[config.mk]
export PLATFORM = sky130hd
export DESIGN_NAME = multicycle_ctrl
export DESIGN_NICKNAME = d
export VERILOG_FILES = /design/src/rtl/riscv_pkg.sv /design/src/rtl/mem_wait_timer.sv /design/src/rtl/multicycle_ctrl.sv
export SDC_FILE = /design/constraint.sdc
export NUM_CORES = 1
export LEC_CHECK = 0
export BUFFER_PORTS_ARGS = -buffer_cell sky130_fd_sc_hd__clkbuf_2
export CAP_MARGIN = 25
export CORE_ASPECT_RATIO = 1.75
export CORE_MARGIN = 4
export CORE_UTILIZATION = 40
export DETAILED_ROUTE_END_ITERATION = 10
export PLACE_DENSITY = 0.72
export SLEW_MARGIN = 20
export SYNTH_ARGS = -nofsm -noshare
export SYNTH_HDL_FRONTEND = slang
export SYNTH_SLANG_ARGS = --single-unit
export TNS_END_PERCENT = 50
[constraint.sdc]
create_clock -name clk -period 2.43 [get_ports clk]
set_clock_uncertainty 0.15 [all_clocks]
set_input_delay 0.1215 -clock clk [delete_from_list [all_inputs] [get_ports clk]]
set_output_delay 0.1215 -clock clk [all_outputs]
set_load 0.05 [all_outputs]
[src/rtl/riscv_pkg.sv]
// Shared RV32 control definitions: FSM states, mux select encodings,
// opcode values, instruction field positions and an opcode classifier.
package riscv_pkg;

    typedef enum logic [2:0] {
        FETCH  = 3'd0,
        DECODE = 3'd1,
        EXEC   = 3'd2,
        MEM    = 3'd3,
        WB     = 3'd4,
        TRAP   = 3'd5
    } state_e;

    typedef enum logic [1:0] {
        PC_PLUS4   = 2'd0,
        PC_IMM     = 2'd1,
        PC_RS1_IMM = 2'd2
    } pc_sel_e;

    typedef enum logic [1:0] {
        WB_ALU  = 2'd0,
        WB_LOAD = 2'd1,
        WB_PC4  = 2'd2
    } wb_sel_e;

    typedef enum logic [2:0] {
        CL_OP_IMM,
        CL_OP,
        CL_LOAD,
        CL_STORE,
        CL_BRANCH,
        CL_JAL,
        CL_JALR,
        CL_ILLEGAL
    } op_class_e;

    localparam logic [6:0] OPC_LOAD   = 7'b0000011;
    localparam logic [6:0] OPC_OP_IMM = 7'b0010011;
    localparam logic [6:0] OPC_STORE  = 7'b0100011;
    localparam logic [6:0] OPC_OP     = 7'b0110011;
    localparam logic [6:0] OPC_BRANCH = 7'b1100011;
    localparam logic [6:0] OPC_JALR   = 7'b1100111;
    localparam logic [6:0] OPC_JAL    = 7'b1101111;

    localparam int unsigned OPCODE_LSB = 0;
    localparam int unsigned OPCODE_MSB = 6;
    localparam int unsigned RD_LSB     = 7;
    localparam int unsigned RD_MSB     = 11;

    function automatic op_class_e decode_class(input logic [6:0] opc);
        case (opc)
            OPC_OP_IMM: return CL_OP_IMM;
            OPC_OP:     return CL_OP;
            OPC_LOAD:   return CL_LOAD;
            OPC_STORE:  return CL_STORE;
            OPC_BRANCH: return CL_BRANCH;
            OPC_JAL:    return CL_JAL;
            OPC_JALR:   return CL_JALR;
            default:    return CL_ILLEGAL;
        endcase
    endfunction

endpackage

[src/rtl/mem_wait_timer.sv]
// Saturating wait counter for memory handshakes; expired flags the cycle in
// which the count would reach MEM_TIMEOUT.
module mem_wait_timer #(
    parameter int unsigned MEM_TIMEOUT = 255
) (
    input  logic clk,
    input  logic rst_n,
    input  logic clear,
    input  logic inc,
    output logic expired
);

    localparam int unsigned CW = ($clog2(MEM_TIMEOUT + 1) > 8) ? $clog2(MEM_TIMEOUT + 1) : 8;
    localparam logic [CW:0] LIMIT = (CW + 1)'(MEM_TIMEOUT);

    logic [CW-1:0] cnt_q;

    always_ff @(posedge clk or negedge rst_n) begin
        if (!rst_n) begin
            cnt_q <= '0;
        end else if (clear) begin
            cnt_q <= '0;
        end else if (inc && (cnt_q != '1)) begin
            cnt_q <= cnt_q + CW'(1);
        end
    end

    // Looks one count ahead so a handshake in the final cycle still wins.
    assign expired = ({1'b0, cnt_q} + (CW + 1)'(1)) >= LIMIT;

endmodule

[src/rtl/multicycle_ctrl.sv]
// Multicycle RV32 control FSM: fetch/decode/exec/mem/writeback sequencing
// with bounded memory handshakes and a sticky trap state.
module multicycle_ctrl
    import riscv_pkg::*;
#(
    parameter int unsigned MEM_TIMEOUT = 255
) (
    input  logic        clk,
    input  logic        rst_n,
    input  logic [31:0] instr_i,
    input  logic        branch_taken_i,
    output logic        imem_req_o,
    input  logic        imem_ready_i,
    output logic        dmem_req_o,
    output logic        dmem_we_o,
    input  logic        dmem_ready_i,
    output logic        ir_we_o,
    output logic        pc_we_o,
    output logic [1:0]  pc_sel_o,
    output logic        alu_src_imm_o,
    output logic        reg_we_o,
    output logic [1:0]  wb_sel_o,
    output logic        trap_o,
    output logic [2:0]  state_o
);

    state_e    state_q, state_d;
    op_class_e cls;
    logic      rd_zero;
    logic      wait_inc;
    logic      timed_out;

    assign cls     = decode_class(instr_i[OPCODE_MSB:OPCODE_LSB]);
    assign rd_zero = (instr_i[RD_MSB:RD_LSB] == '0);
    assign state_o = state_q;

    // Any cycle not spent waiting on a request clears the counter.
    assign wait_inc = (imem_req_o && !imem_ready_i) || (dmem_req_o && !dmem_ready_i);

    mem_wait_timer #(.MEM_TIMEOUT(MEM_TIMEOUT)) u_timer (
        .clk     (clk),
        .rst_n   (rst_n),
        .clear   (!wait_inc),
        .inc     (wait_inc),
        .expired (timed_out)
    );

    always_ff @(posedge clk or negedge rst_n) begin
        if (!rst_n) begin
            state_q <= FETCH;
        end else begin
            state_q <= state_d;
        end
    end

    always_comb begin
        state_d       = state_q;
        imem_req_o    = 1'b0;
        dmem_req_o    = 1'b0;
        dmem_we_o     = 1'b0;
        ir_we_o       = 1'b0;
        pc_we_o       = 1'b0;
        pc_sel_o      = PC_PLUS4;
        alu_src_imm_o = 1'b0;
        reg_we_o      = 1'b0;
        wb_sel_o      = WB_ALU;
        trap_o        = 1'b0;
        // Outputs stay quiet while reset is held, even though state is FETCH.
        if (rst_n) begin
            case (state_q)
                FETCH: begin
                    imem_req_o = 1'b1;
                    if (imem_ready_i) begin
                        ir_we_o = 1'b1;
                        state_d = DECODE;
                    end else if (timed_out) begin
                        state_d = TRAP;
                    end
                end
                DECODE: begin
                    state_d = (cls == CL_ILLEGAL) ? TRAP : EXEC;
                end
                EXEC: begin
                    alu_src_imm_o = cls inside {CL_OP_IMM, CL_LOAD, CL_STORE, CL_JALR};
                    case (cls)
                        CL_BRANCH: begin
                            pc_we_o  = 1'b1;
                            pc_sel_o = branch_taken_i ? PC_IMM : PC_PLUS4;
                            state_d  = FETCH;
                        end
                        CL_LOAD, CL_STORE: state_d = MEM;
                        default:           state_d = WB;
                    endcase
                end
                MEM: begin
                    dmem_req_o = 1'b1;
                    dmem_we_o  = (cls == CL_STORE);
                    if (dmem_ready_i) begin
                        if (cls == CL_STORE) begin
                            pc_we_o = 1'b1;
                            state_d = FETCH;
                        end else begin
                            state_d = WB;
                        end
                    end else if (timed_out) begin
                        state_d = TRAP;
                    end
                end
                WB: begin
                    reg_we_o = !rd_zero;
                    pc_we_o  = 1'b1;
                    case (cls)
                        CL_LOAD: wb_sel_o = WB_LOAD;
                        CL_JAL:  begin wb_sel_o = WB_PC4; pc_sel_o = PC_IMM;     end
                        CL_JALR: begin wb_sel_o = WB_PC4; pc_sel_o = PC_RS1_IMM; end
                        default: ;
                    endcase
                    state_d = FETCH;
                end
                TRAP: begin
                    trap_o = 1'b1;
                end
                default: state_d = TRAP;
            endcase
        end
    end

endmodule

# --- Word level (Yosys, flattened, before mapping) ---
# Cells that the tools add are included.
op_classes:
  n_lt_le_gt_ge: 1
  bitwise_logic: 1
  eq_ne: 20
  n_mux: 38
  reduce_logical: 14
  add_sub_neg: 2
op_table:
  columns: ["operator", "n"]
  rows:
  - ["7-bit == test, second input constant", 3]
  - ["1-bit two-way mux", 21]
  - ["3-bit case mux with 7 select lines", 1]
  - ["3-bit == test, second input constant", 6]
  - ["3-bit case mux with 6 select lines", 1]
  - ["8-bit two-way mux", 2]
  - ["3-bit two-way mux", 5]
  - ["7-bit by 6-bit == test with 1-bit output, second input constant", 2]
  - ["3-bit by 2-bit == test with 1-bit output, second input constant", 4]
  - ["2-bit case mux with 2 select lines", 3]
  - ["8-bit by 1-bit adder with 9-bit output, second input constant", 1]
  - ["9-bit by 8-bit >= comparator with 1-bit output, second input constant", 1]
  - ["8-bit by 1-bit adder with 8-bit output, second input constant", 1]
  - ["8-bit != test, second input constant", 1]
  - ["7-bit by 2-bit == test with 1-bit output, second input constant", 1]
  - ["7-bit by 5-bit == test with 1-bit output, second input constant", 1]
  - ["3-bit logical NOT", 2]
  - ["2-bit two-way mux", 3]
  - ["3-bit case mux with 2 select lines", 1]
  - ["5-bit logical NOT", 1]
  - ["4-bit nonzero test", 1]
  - ["2-bit OR reduction", 2]
  - ["3-bit by 1-bit == test with 1-bit output, second input constant", 1]
  - ["1-bit logical AND", 3]
  - ["6 further kinds", 8]
totals:
  output_inout_bits: 15
  input_bits: 37
  register_bits: 11
  elab_cells: 78

# --- Longest topological paths before layout ---
# Gate-level depths: netlist of the first run.
depth:
  ltp_word: 8
  ltp_mapped: 7

# --- Hierarchy ---
# From an unflattened synthesis of the first run, not the netlist that was laid out.
unflattened:
  cells_unflattened: 136
  hier_area_um2: 1092.3
modules_own_cells:
  columns: ["module", "seq_area_each_um2", "n_inst", "area_per_inst_um2", "cells_per_inst"]
  rows:
  - ["mem_wait_timer", 200.2, 1, 563.0, 63]
  - ["multicycle_ctrl", 75.1, 1, 529.3, 73]

# --- Worst setup path after synthesis of the first run ---
# No wires, ideal clock.
synth_timing:
  path_kind: "reg-to-output"
  from: "register state_q[1] (netlist: state_o[1])"
  to: "output pc_sel_o[1]"
  setup_slack_ps: -728
  n_path_buf: 0
  t_required_ps: 2159
  arrival_ps: 2887
  path_stages_with_launch: 4
  cell_sequence: "dfrtp_1 -> or2_2 -> or3_1 -> nor4_1"
synth_between:
  elab_chain_cells: 3
synth_rtl:
  columns: ["item", "line_no", "text"]
  rows:
  - ["from (decl)", "multicycle_ctrl.sv:27", "state_e state_q, state_d;"]
  - ["from (signal assigned)", "multicycle_ctrl.sv:52", "state_q <= state_d;"]
  - ["3-bit == test / 3-bit by 2-bit == test with 1-bit output (equally long branches)", "multicycle_ctrl.sv:70", "case (state_q)"]
  - ["2-bit case mux with 2 select lines *", "multicycle_ctrl.sv:70", null]
  - ["2-bit two-way mux *", "multicycle_ctrl.sv:69", "if (rst_n) begin"]
  - ["to (decl)", "multicycle_ctrl.sv:19", "output logic [1:0] pc_sel_o,"]
# Mark *: on every way between the ends. The rest lies on a longest branch, timed or not.

# --- Worst setup path in the final report of the first run ---
# Ends and elaborated chain as after synthesis.

==> out/results.tsv, run 1 <==
metric	value	unit
status	finished, final reports clean	
register area share after synthesis	0.268	
Sink Count	11	
crit path capture	pc_sel_o[1]	
Remaining Overflow, GRT	0	
Post-Route Utilization	0.530	
Die W	46.3	µm
largest fanout on the critical path	9	
Mapped Nets	176	
Post-Synth XOR/XNOR Area	0.0256	
H-tree depth	1	
cts bufs inserted	3	
Cell Rows	24	
CP Capture Type	primary output	
initial drt markers	50	
CTS tree	done	
postcts setup bufs	0	
Post-DP HPWL	2.37	mm
Nets	212	
global-route wire length before repair	4.71	mm
initial antenna violation count	0	
Layout area overhead	27.2	%
root buf cell	clkbuf_8	
setup violators final	0	
DR vias	1218	
Post-synth EDFFs	0	
worst-margin pin slew	0.442	ns
Worst EP arrival	2.05	ns
Finished Cell Area	1310	µm²
all-layer global routing usage	0.183	
Hold WC Path Type	input pin to flip-flop	
I/O Buffers	31	
Via density	6.15	
placed inst area	1250	µm²
Clock Path Buffers	2	
max-slew violation count	0	
#FFs+latches synth	11	
CP Launch Type	flip-flop	
Synth Instances	137	
clock slew at reported path FFs	0.04	ns
Worst slew margin	0.702	
Initial Util	0.417	
fraction of layout cells with a size suffix above 1	0.267	
DRC	0	
Crit path required time	2.16	ns
max frequency	431	MHz
Vert. Die Dim	75.0	µm
Leak	0.000548	µW
flop2flop setup slack	0.18	ns
ANT cells	0	
ANT nets after route	0	
post-route insts no fill	198	
Adder-Cell Fraction of Synth Area	0.0244	
WL final	2.94	mm
Min Clock Period, post-route	2.32	ns
Simple-Gate Fraction of Synth Area	0.378	
ys flop type	dfrtp_1	
total iterations of the first detailed-routing run	4	
power per cell area	671	nW/µm²
pin count of the biggest net entering global routing	16	
Final Hold Violating Endpoints	0	
critical path launch point	state_o[1]$_DFFE_PN0P_	
cells along the critical path	or2_2 -> or3_1 -> nor4_4 -> buf_2	
worst vdd ir	372	µV
Avg Cell Area, Syn	7.49	µm²
RSZ-0062 raised after global routing	no	
cell area after synthesis	1030	µm²
Synth warnings	0	
RR Endpoint	state_o[1]$_DFFE_PN0P_	
placed insts	193	
Ports	52	
unique cell type count in the Yosys netlist	45	
Crit Reg-Reg Startpoint	u_timer.cnt_q[0]$_DFFE_PN0P_	
vias in the first global route	1133	
core box area	2460	µm²
Tot Pwr	875	µW
final setup TNS	0	ns
Setup CP Type	flip-flop to primary output	
Crit-path slowest cell	dfrtp_1	
insertion delay of the later-clocked pin in the worst-skew pair	0.23	ns
DR WL/cell	14.9	µm
CP max stage delay	0.46	ns
Compound-Gate Fraction of Synth Area	0.240	
mux cell area share after synthesis	0.0195	
cells on worst reg2reg path	6	
largest family of logic cells by synthesized area	simple AND/OR/NAND/NOR gates	
Placer Congestion	0.890	
Final period util	0.955	
die area	3470	µm²
Synth async-reset ratio	1.00	
Max Cap Violations	0	
==> metal layers <==
layer,up-vias,GRT usage,part of all wire
met5,-,0,0
met4,0,0.114,0.025
met1,571,0.181,0.36
met2,56,0.344,0.55
met3,9,0.0167,0.063
li1,582,-,-
==> stage by stage <==
stage,hold WS (ns),setup slack [ns]
after floorplan,-0.324,-0.149
after global placement,-0.0683,0.281
after detailed placement,-0.0657,0.237
after CTS,0.141,0.0741
after global routing,0.169,0.00221
final,0.142,0.109
==> layout make-up <==
class	count	area (µm²)
Clock buffer	4	45.0
Fill cell	251	1160
Inverter	7	26.3
Multi-Input combinational cell	115	738
Sequential cell	11	275
Tap cell	26	32.5
Timing Repair Buffer	35	188
==> worst min-delay path by stage <==
stage	to	slack, ns	startpoint	depth (start not counted)
after global placement	state_o[1]$_DFFE_PN0P_	-0.07	rst_n	2
after global routing	state_o[1]$_DFFE_PN0P_	0.17	dmem_ready_i	4
after floorplan	state_o[0]$_DFFE_PN0P_	-0.32	rst_n	0
after detailed placement	state_o[1]$_DFFE_PN0P_	-0.07	rst_n	2
after CTS	state_o[1]$_DFFE_PN0P_	0.14	dmem_ready_i	4
final	state_o[1]$_DFFE_PN0P_	0.14	dmem_ready_i	4
==> flip-flops by register name (all words and copies together), names as in the netlist <==
name,flops
u_timer.cnt_q,8
state_o,3
==> cell families after synthesis <==
kind of cell | count (synthesis)
AND/OR/NAND/NOR | 74
XOR/XNOR | 3
adder cells (fa/ha/maj) | 2
AO/OA/AOI/OAI | 34
multiplexers | 2
buffers and inverters | 11
flip-flops | 11
==> synth_stat cells (2+ instances only) <==
master    instances  area (µm²)
nor2_1           19        71.3
nand2_1          12        45.0
dfrtp_1          11         275
nor3_1            8        40.0
inv_1             7        26.3
a21oi_1           6        30.0
nand2b_1          6        37.5
nand3_1           6        30.0
nor4_1            5        31.3
o21ai_0           5        25.0
nor2b_1           4        25.0
buf_2             3        15.0
or3_1             3        18.8
xnor2_1           3        26.3
a211oi_1          2        15.0
a32oi_1           2        17.5
and3_1            2        12.5
ha_1              2        25.0
mux2i_1           2        20.0
o211ai_1          2        15.0
o21a_1            2        15.0
o31ai_1           2        15.0
==> where the power goes <==
part	internal [µW]	switching, µW
registers	205	15.1
clock network	114	60.1
logic	144	337
==> worst max-delay path, delay by kind of cell (launching register included) <==
kind | cells | cell delay [ns]
flops | 1 | 0.46
simple gates | 3 | 1.05
buf+inv | 1 | 0.30
==> placed cells by master (no fill, tap or decap), types with 2 or more instances in the layout <==
cell      synthesis  routed
nand3_1           6       6
and3_1            2       2
o31ai_1           2       2
a21oi_1           6       6
nor4_2            0       2
a32oi_1           2       2
nor2b_1           4       4
nor4_1            5       2
mux2i_1           2       2
o21a_1            2       2
buf_4             0       3
xnor2_1           3       3
nand2b_1          6       6
nand2_1          12      12
clkbuf_2          0      30
ha_1              2       2
clkbuf_8          0       3
nor3_1            8       7
o21ai_0           5       5
inv_1             7       7
nor2_1           19      19
o211ai_1          2       2
dfrtp_1          11      11
a211oi_1          2       2
or3_1             3       3
==> what timing repair did <==
item	in CTS	in global routing
hold endpoints to repair	11	0
endpoints found under the setup margin	0	1
hold buffers	1	0
resized for setup	0	1
Power figures use the tool's default switching activity.
==> run 2, diff against run 1 <==
- ABC_AREA: unset -> 1
- PLACE_DENSITY: 0.72 -> 0.71
==> out/results.tsv, run 2 <==
metric	value	unit	change
status	finished, final reports clean		
initial drt markers	20		-60%
Mapped Nets	216		+23%
pin count of the biggest net entering global routing	17		+1
Crit path required time	2.16	ns	about the same
core box area	2520	µm²	+2.4%
Placer Congestion	0.822		-7.6%
CP bufs+invs	3		+2
die area	3580	µm²	+3.0%
CP top delay family	buffers and inverters		
Post-DP HPWL	2.18	mm	-8.3%
Clock Path Buffers	2		unchanged
Synth area leader	dfrtp_1		
cells along the critical path	inv_2 -> nor3_1 -> inv_1 -> nor2_1 -> nand2_1 -> a221oi_2 -> buf_2		
register area share after synthesis	0.259		-0.00916
clock slew at reported path FFs	0.05	ns	about the same
Synth Instances	177		+29%
root buf cell	clkbuf_8		
Top reg by flops	u_timer.cnt_q		
Initial Util	0.421		+0.00446
ANT nets after route	0		unchanged
max frequency	460	MHz	+6.8%
filler cell count	282		+12%
DR vias	1183		-2.9%
power per cell area	310	nW/µm²	-54%
Ports	52		unchanged
critical path launch point	state_o[1]$_DFFE_PN0P_		
Post-Route Utilization	0.521		-0.00865
cells on worst reg2reg path	12		+6
insertion delay of the later-clocked pin in the worst-skew pair	0.24	ns	about the same
Finished Cell Area	1320	µm²	+0.77%
Synth top area share	0.259		-0.00916
RR Endpoint	state_o[0]$_DFFE_PN0P_		
setup violators final	0		unchanged
CTS tree	done		
I/O Buffers	31		unchanged
vias in the first global route	1154		+1.9%
most common cell in the netlist	nand2_1		
fraction of layout cells with a size suffix above 1	0.229		-0.0385
Final Hold Violating Endpoints	0		unchanged
worst-margin pin slew	0.399	ns	-0.0437 ns
CP Launch Type	flip-flop		
Largest register FFs	8		unchanged
synth cell count leaders	45 x nand2_1, 31 x inv_1, 31 x nor2_1		
CP max stage delay	0.42	ns	-0.04 ns
Tot Pwr	408	µW	-53%
placed inst area	1260	µm²	+0.80%
most used cells in the layout excluding fill and tap cells	45 x nand2_1, 31 x inv_1, 31 x nor2_1		
worst vdd ir	295	µV	-21%
Hold WC Path Type	input pin to flip-flop		
H-tree depth	1		unchanged
Synth area leaders	dfrtp_1 26%, nand2_1 16%, inv_1 11%		
Min Clock Period, post-route	2.17	ns	-0.147 ns
flop2flop setup slack	0.43	ns	+0.25 ns
CP Capture Type	primary output		
Nets	254		+20%
Remaining Overflow, GRT	0		unchanged
global-route wire length before repair	4.52	mm	-4.0%
Setup CP Type	flip-flop to primary output		
Via density	4.93		-20%
Vert. Die Dim	76.2	µm	+1.6%
Synth async-reset ratio	1.00		unchanged
RSZ-0062 raised after global routing	no		
Die W	47.0	µm	+1.4%
Worst EP arrival	1.90	ns	-0.15 ns
Worst slew margin	0.732		+0.0298
largest fanout on the critical path	5		-4
Sink Count	11		unchanged
ys flop type	dfrtp_1		
unique cell type count in the Yosys netlist	27		-40%
total iterations of the first detailed-routing run	4		unchanged
#FFs+latches synth	11		unchanged
Crit Reg-Reg Startpoint	u_timer.cnt_q[0]$_DFFE_PN0P_		
max-slew violation count	0		unchanged
Synth warnings	0		unchanged
commonest non-fill, non-tap cell in the layout	nand2_1		
Avg Cell Area, Syn	6.00	µm²	-20%
Final period util	0.895		-0.0605
crit path capture	pc_sel_o[0]		
ANT cells	0		unchanged
hold slack final	0.184	ns	+0.0419 ns
Crit-path slowest cell	dfrtp_1		
all-layer global routing usage	0.164		-0.0195
Max Cap Violations	0		unchanged
WP depth	7		+3
Post-synth EDFFs	0		unchanged
DR WL/cell	10.7	µm	-28%
cts bufs inserted	3		unchanged
Layout area overhead	23.8	%	
Cell Rows	24		unchanged
WL final	2.56	mm	-13%
Hold Path Depth	7		+3
initial antenna violation count	0		unchanged
cell area after synthesis	1060	µm²	+3.5%
Leak	0.000783	µW	+43%
DRC	0		unchanged
[run 2: layer usage]
layer,share of wire,routed length [µm],vias to the layer above,GRT usage
met2,0.59,1510,26,0.317
li1,-,-,621,-
met1,0.34,883,530,0.152
met5,0,0,-,0
met4,0.021,53,0,0.0693
met3,0.046,118,6,0.0189
[run 2: timing repair]
action                                  in CTS  in global routing
endpoints found under the hold margin       11                  0
hold buffers                                 1                  0
endpoints found under the setup margin       0                  1
setup buffers                                0                  0
resized for setup                            0                  1
[run 2: kinds of logic (layout without fill, tap and decap cells)]
| logic type | count (synthesis) | in the layout | synth area share |
|---|---|---|---|
| XOR/XNOR | 3 | 3 | 0.0247 |
| flip-flops | 11 | 11 | 0.259 |
| AND/OR/NAND/NOR | 106 | 106 | 0.457 |
| adder cells (fa/ha/maj) | 2 | 2 | 0.0236 |
| AO/OA/AOI/OAI | 18 | 18 | 0.0978 |
| buffers and inverters | 37 | 74 | 0.138 |
[run 2: layout make-up]
type | instances | area, µm² | share of cell area
Sequential cell | 11 | 275 | 0.209
Tap cell | 26 | 32.5 | 0.0247
Multi-Input combinational cell | 129 | 647 | 0.492
Clock buffer | 4 | 45.0 | 0.0343
Timing Repair Buffer | 34 | 180 | 0.137
Inverter | 36 | 135 | 0.103
[run 2: metrics by stage]
stage               instances  setup WS (ns)  TNS [ns]
CTS                       240          0.237         0
floorplan                 177        -0.0791    -0.151
finish                    240          0.256         0
global route              240         0.0174         0
global placement          235          0.436         0
detailed placement        235          0.460         0
[run 2: power by group]
part	internal, µW	switching, µW
logic	15.4	25.2
clock network	115	68.7
registers	184	0.00000000000544
total	314	93.9
[run 2: worst min-delay path by stage]
stage                       startpoint                            to  slack (ns)
after floorplan                  rst_n        state_o[0]$_DFFE_PN0P_       -0.32
after global placement           rst_n  u_timer.cnt_q[7]$_DFFE_PN0P_       -0.06
after detailed placement         rst_n  u_timer.cnt_q[7]$_DFFE_PN0P_       -0.05
after CTS                 imem_ready_i        state_o[0]$_DFFE_PN0P_        0.19
after global routing      imem_ready_i        state_o[0]$_DFFE_PN0P_        0.24
final                     dmem_ready_i        state_o[2]$_DFFE_PN0P_        0.18
[run 2: worst min-delay path: cells and delay by family]
kind                   cells  cell delay (ns)
AND/OR/NAND/NOR            5             0.26
buffers and inverters      2             0.15
